[config.mk]
export PLATFORM = sky130hd
export DESIGN_NAME = mesi_mbus_arbiter
export DESIGN_NICKNAME = d
export VERILOG_FILES = /design/src/rtl/mesi_mbus_arbiter.sv
export SDC_FILE = /design/constraint.sdc
export NUM_CORES = 1
export LEC_CHECK = 0
export BUFFER_PORTS_ARGS = -buffer_cell sky130_fd_sc_hd__buf_2
export CAP_MARGIN = 0
export CORE_AREA = 2 2 160 162
export CTS_BUF_LIST = sky130_fd_sc_hd__clkbuf_8
export DETAILED_ROUTE_END_ITERATION = 12
export DIE_AREA = 0 0 162 164
export SYNTH_ARGS = -nofsm -noshare
export SYNTH_HDL_FRONTEND = slang
export SYNTH_SLANG_ARGS = --single-unit
[constraint.sdc]
create_clock -name clk -period 4.9 [get_ports clk]
set_input_delay 0.245 -clock clk [delete_from_list [all_inputs] [get_ports clk]]
set_output_delay 0.245 -clock clk [all_outputs]
set_load 0.005 [all_outputs]
[src/rtl/mesi_mbus_arbiter.sv]
// mesi_mbus_arbiter: round-robin sequencer sharing one main-memory bus among
// the per-CPU main-bus ports of the MESI subsystem.
// Optional feature: define MESI_MBUS_ARB_TIMEOUT_EN to abort WAIT after
// TIMEOUT_CYCLES cycles without mem_ack_i and raise a sticky timeout_o.
module mesi_mbus_arbiter #(
    parameter int unsigned NUM_PORTS      = 4,
    parameter int unsigned ID_WIDTH       = 2,
    parameter int unsigned CMD_WIDTH      = 3,
    parameter int unsigned ADDR_WIDTH     = 32,
    parameter int unsigned DATA_WIDTH     = 32,
    parameter int unsigned TIMEOUT_CYCLES = 255
) (
    input  logic                             clk,
    input  logic                             rst,
    input  logic [NUM_PORTS*CMD_WIDTH-1:0]   req_cmd_i,
    input  logic [NUM_PORTS*ADDR_WIDTH-1:0]  req_addr_i,
    input  logic [NUM_PORTS*DATA_WIDTH-1:0]  req_data_i,
    output logic [NUM_PORTS-1:0]             req_ack_o,
    output logic [DATA_WIDTH-1:0]            rd_data_o,
    output logic [CMD_WIDTH-1:0]             mem_cmd_o,
    output logic [ADDR_WIDTH-1:0]            mem_addr_o,
    output logic [DATA_WIDTH-1:0]            mem_data_o,
    input  logic                             mem_ack_i,
    input  logic [DATA_WIDTH-1:0]            mem_data_i,
    output logic [ID_WIDTH-1:0]              grant_id_o,
    output logic                             busy_o,
    output logic                             timeout_o
);

    typedef enum logic [1:0] {ST_IDLE, ST_WAIT, ST_ACK} state_e;

    // Reject parameter sets the grant id or timeout counter cannot represent
    if (ID_WIDTH != $clog2(NUM_PORTS) || NUM_PORTS < 2 || NUM_PORTS > 8 ||
        TIMEOUT_CYCLES < 1 || TIMEOUT_CYCLES > 255) begin : g_param_chk
        $error("mesi_mbus_arbiter: illegal parameter combination");
    end

    logic [CMD_WIDTH-1:0]  cmd_a  [NUM_PORTS];
    logic [ADDR_WIDTH-1:0] addr_a [NUM_PORTS];
    logic [DATA_WIDTH-1:0] data_a [NUM_PORTS];

    // Unpack the flat per-port buses
    for (genvar g = 0; g < NUM_PORTS; g++) begin : g_unpack
        assign cmd_a[g]  = req_cmd_i[g*CMD_WIDTH +: CMD_WIDTH];
        assign addr_a[g] = req_addr_i[g*ADDR_WIDTH +: ADDR_WIDTH];
        assign data_a[g] = req_data_i[g*DATA_WIDTH +: DATA_WIDTH];
    end

    state_e                state_q, state_d;
    logic [CMD_WIDTH-1:0]  mem_cmd_q, mem_cmd_d;
    logic [ADDR_WIDTH-1:0] mem_addr_q, mem_addr_d;
    logic [DATA_WIDTH-1:0] mem_data_q, mem_data_d;
    logic [DATA_WIDTH-1:0] rd_data_q, rd_data_d;
    logic [ID_WIDTH-1:0]   grant_id_q, grant_id_d;
    logic [ID_WIDTH-1:0]   last_grant_q, last_grant_d;
    logic [NUM_PORTS-1:0]  req_ack_q, req_ack_d;
    logic                  busy_q, busy_d;
`ifdef MESI_MBUS_ARB_TIMEOUT_EN
    logic [7:0]            cnt_q, cnt_d;
    logic                  timeout_q, timeout_d;
`endif

    logic                  scan_hit;
    logic [ID_WIDTH-1:0]   scan_win;
    logic [ID_WIDTH-1:0]   scan_idx;

    // Round-robin scan starting one past the last winner, wrapping at NUM_PORTS
    always_comb begin
        scan_hit = 1'b0;
        scan_win = last_grant_q;
        scan_idx = last_grant_q;
        for (int unsigned i = 0; i < NUM_PORTS; i++) begin
            scan_idx = (scan_idx == ID_WIDTH'(NUM_PORTS - 1)) ? '0 : scan_idx + ID_WIDTH'(1);
            if (!scan_hit && cmd_a[scan_idx] != '0) begin
                scan_hit = 1'b1;
                scan_win = scan_idx;
            end
        end
    end

    // Next-state and registered-output logic
    always_comb begin
        state_d      = state_q;
        mem_cmd_d    = mem_cmd_q;
        mem_addr_d   = mem_addr_q;
        mem_data_d   = mem_data_q;
        rd_data_d    = rd_data_q;
        grant_id_d   = grant_id_q;
        last_grant_d = last_grant_q;
        req_ack_d    = '0;
`ifdef MESI_MBUS_ARB_TIMEOUT_EN
        cnt_d        = cnt_q;
        timeout_d    = timeout_q;
`endif
        case (state_q)
            ST_IDLE: begin
                mem_cmd_d = '0;
                if (scan_hit) begin
                    mem_cmd_d    = cmd_a[scan_win];
                    mem_addr_d   = addr_a[scan_win];
                    mem_data_d   = data_a[scan_win];
                    grant_id_d   = scan_win;
                    last_grant_d = scan_win;
                    state_d      = ST_WAIT;
`ifdef MESI_MBUS_ARB_TIMEOUT_EN
                    cnt_d        = '0;
`endif
                end
            end
            ST_WAIT: begin
                if (mem_ack_i) begin
                    rd_data_d = mem_data_i;
                    mem_cmd_d = '0;
                    req_ack_d = NUM_PORTS'(1) << grant_id_q;
                    state_d   = ST_ACK;
                end
`ifdef MESI_MBUS_ARB_TIMEOUT_EN
                // This cycle is the TIMEOUT_CYCLES-th without an ack: abort
                else if (cnt_q == 8'(TIMEOUT_CYCLES - 1)) begin
                    rd_data_d = '0;
                    mem_cmd_d = '0;
                    req_ack_d = NUM_PORTS'(1) << grant_id_q;
                    timeout_d = 1'b1;
                    state_d   = ST_ACK;
                end else begin
                    cnt_d = cnt_q + 8'd1;
                end
`endif
            end
            ST_ACK:  state_d = ST_IDLE;
            default: state_d = ST_IDLE;
        endcase
        busy_d = (state_d != ST_IDLE);
    end

    // State and output registers, asynchronous active-high reset
    always_ff @(posedge clk or posedge rst) begin
        if (rst) begin
            state_q      <= ST_IDLE;
            mem_cmd_q    <= '0;
            mem_addr_q   <= '0;
            mem_data_q   <= '0;
            rd_data_q    <= '0;
            grant_id_q   <= '0;
            last_grant_q <= ID_WIDTH'(NUM_PORTS - 1);
            req_ack_q    <= '0;
            busy_q       <= 1'b0;
`ifdef MESI_MBUS_ARB_TIMEOUT_EN
            cnt_q        <= '0;
            timeout_q    <= 1'b0;
`endif
        end else begin
            state_q      <= state_d;
            mem_cmd_q    <= mem_cmd_d;
            mem_addr_q   <= mem_addr_d;
            mem_data_q   <= mem_data_d;
            rd_data_q    <= rd_data_d;
            grant_id_q   <= grant_id_d;
            last_grant_q <= last_grant_d;
            req_ack_q    <= req_ack_d;
            busy_q       <= busy_d;
`ifdef MESI_MBUS_ARB_TIMEOUT_EN
            cnt_q        <= cnt_d;
            timeout_q    <= timeout_d;
`endif
        end
    end

    assign req_ack_o  = req_ack_q;
    assign rd_data_o  = rd_data_q;
    assign mem_cmd_o  = mem_cmd_q;
    assign mem_addr_o = mem_addr_q;
    assign mem_data_o = mem_data_q;
    assign grant_id_o = grant_id_q;
    assign busy_o     = busy_q;
`ifdef MESI_MBUS_ARB_TIMEOUT_EN
    assign timeout_o  = timeout_q;
`else
    assign timeout_o  = 1'b0;
`endif

endmodule

[After elaboration in Yosys (flattened, before gate mapping)]
Cells that the tools add are included.
Word-level totals
  bits in registers: 110
  latch bits: 0
  RAM bits: 0
  ROM bits: 0
  bits of input ports: 303
  output and inout port bits: 107
  logic and storage cells: 87
  memories kept: 0
Operators by class
  add/subtract/negate cells: 4
  $mul: 0
  divide/modulo/power cells: 0
  magnitude comparators: 5
  eq/ne operators: 6
  shifts and indexed selects: 1
  mux-type cells: 41
  bitwise gates (word level): 5
  reductions and logical operators: 16
Operators by type and width (count)
  $bmux 32 s2: 2
  $mux 32: 4
  $mux 3: 12
  $bmux 3 s2: 5
  $mux 2: 10
  $ge 3x3->1 const B: 5
  $not 2->3: 5
  $reduce_bool 3->1: 4
  $add 2x1->2 const B: 4
  $eq 2x2->1 const B: 4
  $mux 4: 2
  $pmux 3 s2: 1
  $reduce_and 2->1: 3
  $mux 1: 4
  $pmux 2 s2: 1
  $reduce_bool 2->1: 2
  $shl 1x2->4 const A: 1
  $logic_and 1x1->1: 3
  $logic_not 1->1: 3
  $eq 2x1->1 const B: 1
  $logic_not 2->1: 1
  $ne 2x2->1 const B: 1

[Logic depth before layout (Yosys ltp)]
  depth after elaboration: 23
  depth in mapped cells: 11
  mapped depth without buffers: 9

[Least setup slack after synthesis]
Ideal clock, no wire load.
  path type: reg-to-reg
  from: register last_grant_q[1]
  to: register mem_addr_q[31] (netlist: mem_addr_o[31])
  arrival time: 3057 ps
  required time: 4814 ps
  setup slack: 1757 ps
  stages on the path, launching flop included: 11
  buffers on the path: 2
  path through: dfstp_2 -> ha_1 -> nor2_8 -> xnor2_2 -> mux4_2 -> o211ai_4 -> mux2i_1 -> nand2_1 -> buf_4 -> buf_4 -> o221ai_2
Between the ends
  word-level cells in the longest chain between the ends: 21
  elaborated cells between the ends (all ways): 51
  classes of those cells: add/sub (4); eq/ne (4); mux (27); bitwise (5); reduce/logical (11)
Ends and longest elaborated chain
  start: declaration: RTL line 55  | logic [ID_WIDTH-1:0] last_grant_q, last_grant_d;
  start signal: assignment: RTL line 145  | last_grant_q <= ID_WIDTH'(NUM_PORTS - 1);
  start signal: assignment: RTL line 159  | last_grant_q <= last_grant_d;
  parallel branches: the longest is 21 deep, another holds $add 2x1->2
  end signal: assignment: RTL line 155  | mem_addr_q <= mem_addr_d;
  end: declaration: RTL line 51  | logic [ADDR_WIDTH-1:0] mem_addr_q, mem_addr_d;
Several ways; the timed one is not identified. The select of a mux whose other input is x is not followed.
A chain may end at the register's enable or synchronous reset.

[Final worst setup path]
  from: register last_grant_q[0]
  to: register mem_data_q[26] (netlist: mem_data_o[26])
Between the ends
  word-level cells in the longest chain between the ends: 21
  elaborated cells between the ends (all ways): 51
  classes of those cells: add/sub (4); eq/ne (4); mux (27); bitwise (5); reduce/logical (11)
Ends and longest elaborated chain
  parallel branches: the longest is 21 deep, another holds $add 2x1->2
  end signal: assignment: RTL line 156  | mem_data_q <= mem_data_d;
  end: declaration: RTL line 52  | logic [DATA_WIDTH-1:0] mem_data_q, mem_data_d;
Several ways; the timed one is not identified. The select of a mux whose other input is x is not followed.

==> metrics.yaml <==
fmax_mhz: 236.3
port_buffers: 408
grt_use_met1_pct: 20.94
antenna_found_initial: 0
netlist_top_cells_area: "dfrtp_1, mux2i_1, o221ai_2"
gp_congestion: 0.8078
worstSetupPathType: "flip-flop to flip-flop"
yosys-top-cells-count: "nand2_1, mux2i_1, dfrtp_1"
synth_adder_area_share_pct: 0.1920
maxSlewHeadroom_pct: 29.95
cts.sinks: 110
synth_cell_type_count: 45
ys_ff_latch: 110
synth_ff_type: "dfrtp_1"
cts_root_buf: "clkbuf_8"
cp-start-kind: "flip-flop"
synth-async-reset-ratio_pct: 100.0
grt_pass1_vias: 6072
initial_core_util_pct: 26.26
slew_viol_final: 0
cp.required_ns: 5.20
fin_area_um2: 9215
yosysTopAreaCell: "dfrtp_1"
n_antenna_cell: 0
syn-num-nets: 905
fill_cells: 2539
place_area_um2: 8875
cpPeakStageDelay_ns: 0.77
yosys_warnings: 0
cts_tree: "done"
crit_path_cell_trace: "ha_1 > nor2_8 > xnor2_2 > mux4_2 > o211ai_4 > mux2i_1 > nand2_4 > buf_12 > o221ai_1"
synth-compound-area-share_pct: 17.72
slowest_stage: "dfstp_2"
drtIter0Drc: 261
tns_ns: 0
r2r_cells: 9
post_cts_buffers: 0
synth_area_um2: 6518
wire_per_inst_um: 16.87
max_slew.worst_pin.slew_ns: 1.044
final_layout_size_suffix_gt1_share_pct: 51.04
maxCapViolCount: 0
hold_ws_ns: 0.03763
die_area_um2: 26570
clk_pin_slew_ns: 0.12
path_max_fanout: 41
ys_seq_area_share_pct: 42.27
io_pins: 410
grtUsageMet3_pct: 3.258
drc: 0
synth-simple-area-share_pct: 12.52
clk_path_buf_depth: 2
synth_xor_area_share_pct: 0.3840
skew_ns: 0.01319
total_power_uw: 5827
clkLatencyLatePin_ns: 0.39
synth_edf_count: 0
htree_levels: 3
yosysTopAreaCellShare_pct: 41.47
irDropWorstVdd_mv: 0.5129
core-area_um2: 24820
power.density_nw_per_um2: 632.3
rsz0062_at_grt: "false"
outcome: "finished, final reports clean"
leakagePower_uw: 0.004866
die_w_um: 162
crit_path_end_kind: "flip-flop"
totalWireLength_um: 22520
cts_resized: 0
dp.final_hpwl_um: 17220
die-height_um: 164
nNetsFinal: 1304
drtAntennaViolNets: 0
synth_most_common_cell: "nand2_1"
crit_arrival_ns: 4.54
synthMuxAreaShare_pct: 21.73
grt_usage_pct: 16.27
via_per_inst: 4.616
num_rows: 58
synth_top_family_by_area: "multiplexers"
hold_depth: 3
syn_inst: 601
postSynthAreaPerCell_um2: 10.84
drt_pre_antenna_iters: 6
hold_path_class: "input port to flip-flop"
fin_crit_ns: 4.232
finalSetupViolCount: 0
hold_viol_final: 0
vias: 6162
numCtsBuffers: 9
top_usage_layer: "met2"
gr-total-overflow: 0
syn2layout_area_growth_pct: 41.39
period_share_pct: 86.36
grt_max_degree: 48
grtUsageMet2_pct: 27.66
grt_pass1_wl_um: 33760
## area by class of cell
type | instances | area [µm²] | share of cell area, %
clock inverter | 7 | 86.33 | 0.9369
sequential | 110 | 2755 | 29.90
tap | 330 | 412.9 | 4.481
multi-input combinational | 437 | 3452 | 37.46
timing repair buffer | 436 | 2360 | 25.61
clock buffer | 9 | 123.9 | 1.344
inverter | 6 | 25.02 | 0.2716
## worst max-delay path, delay by kind of cell, from the launching register on
family / cells / cell delay (ns)
and+or+nand+nor: 2 / 0.47
AOI/OAI and AO/OA: 2 / 0.58
adders and majority gates: 1 / 0.45
buffers and inverters: 1 / 0.37
muxes: 2 / 1.10
DFF: 1 / 0.77
xor gates and xnor gates: 1 / 0.35
## power by group
group | internal [µW] | leakage, µW | switching, µW
logic | 1730 | 0.00341 | 1930
registers | 1310 | 0.00136 | 243
clock network | 249 | 0.000104 | 363
## cell usage in the layout (no fill, tap or decap), drive strengths merged, types with 2 or more instances in the layout
master / instances
buf: 423
nand2: 171
mux2i: 137
dfrtp: 108
o221ai: 64
dlygate4sd3: 13
clkbuf: 9
inv: 9
o21ai: 8
nor3: 7
nand3: 5
or3: 5
nor2: 4
a21oi: 3
a21o: 3
a211oi: 2
nor4: 2
and3: 2
mux2: 2
o22ai: 2
a22o: 2
o21a: 2
dfstp: 2
o211ai: 2
clkinv: 2
## repair_timing
| action | 4_1_cts | 5_1_grt |
|---|---|---|
| hold buffers | 13 | 0 |
| setup endpoints to repair | 0 | 0 |
| hold endpoints to repair | 39 | 0 |
## metrics by stage
stage | utilization (%) | worst slack [ns] | instances
floorplan | - | 1.756 | 601
global placement | 35.76 | 0.8037 | 1306
detailed placement | 35.76 | 0.7336 | 1306
CTS | 37.13 | 0.6833 | 1335
global route | 37.13 | 0.4363 | 1335
finish | 37.13 | 0.6681 | 1335
## per-layer routing
metal | part of all wire (%) | vias to the layer above
met5 | 0 | -
li1 | - | 2981
met2 | 49 | 292
met1 | 42 | 2872
met3 | 7.7 | 17
met4 | 1.5 | 0
## worst paths after layout
kind,slack (ns),start,end
worst max-delay path,0.67,last_grant_q[0],mem_data_o[26]
worst min-delay path,0.04,mem_data_i[14],rd_data_o[14]
worst max register to register,0.67,last_grant_q[0],mem_data_o[26]
worst min register to register,0.48,rd_data_o[7],rd_data_o[7]
max in group asynchronous,3.54,rst,req_ack_o[3]
min in group asynchronous,0.41,rst,mem_addr_o[23]
## kinds of logic after synthesis
kind of cell | count (synthesis)
AOI/OAI and AO/OA | 94
xor gates and xnor gates | 2
adders and majority gates | 1
buffers and inverters | 54
DFF | 110
muxes | 140
other | 1
and+or+nand+nor | 199
## registers in the layout, indices dropped and copies added, names as in the netlist
name and flops:
rd_data_o 32, busy_o 1, mem_addr_o 32, state_q 2
last_grant_q 2, mem_data_o 32, mem_cmd_o 3, req_ack_o 4
grant_id_o 2
(Power assumes the default switching activity.)
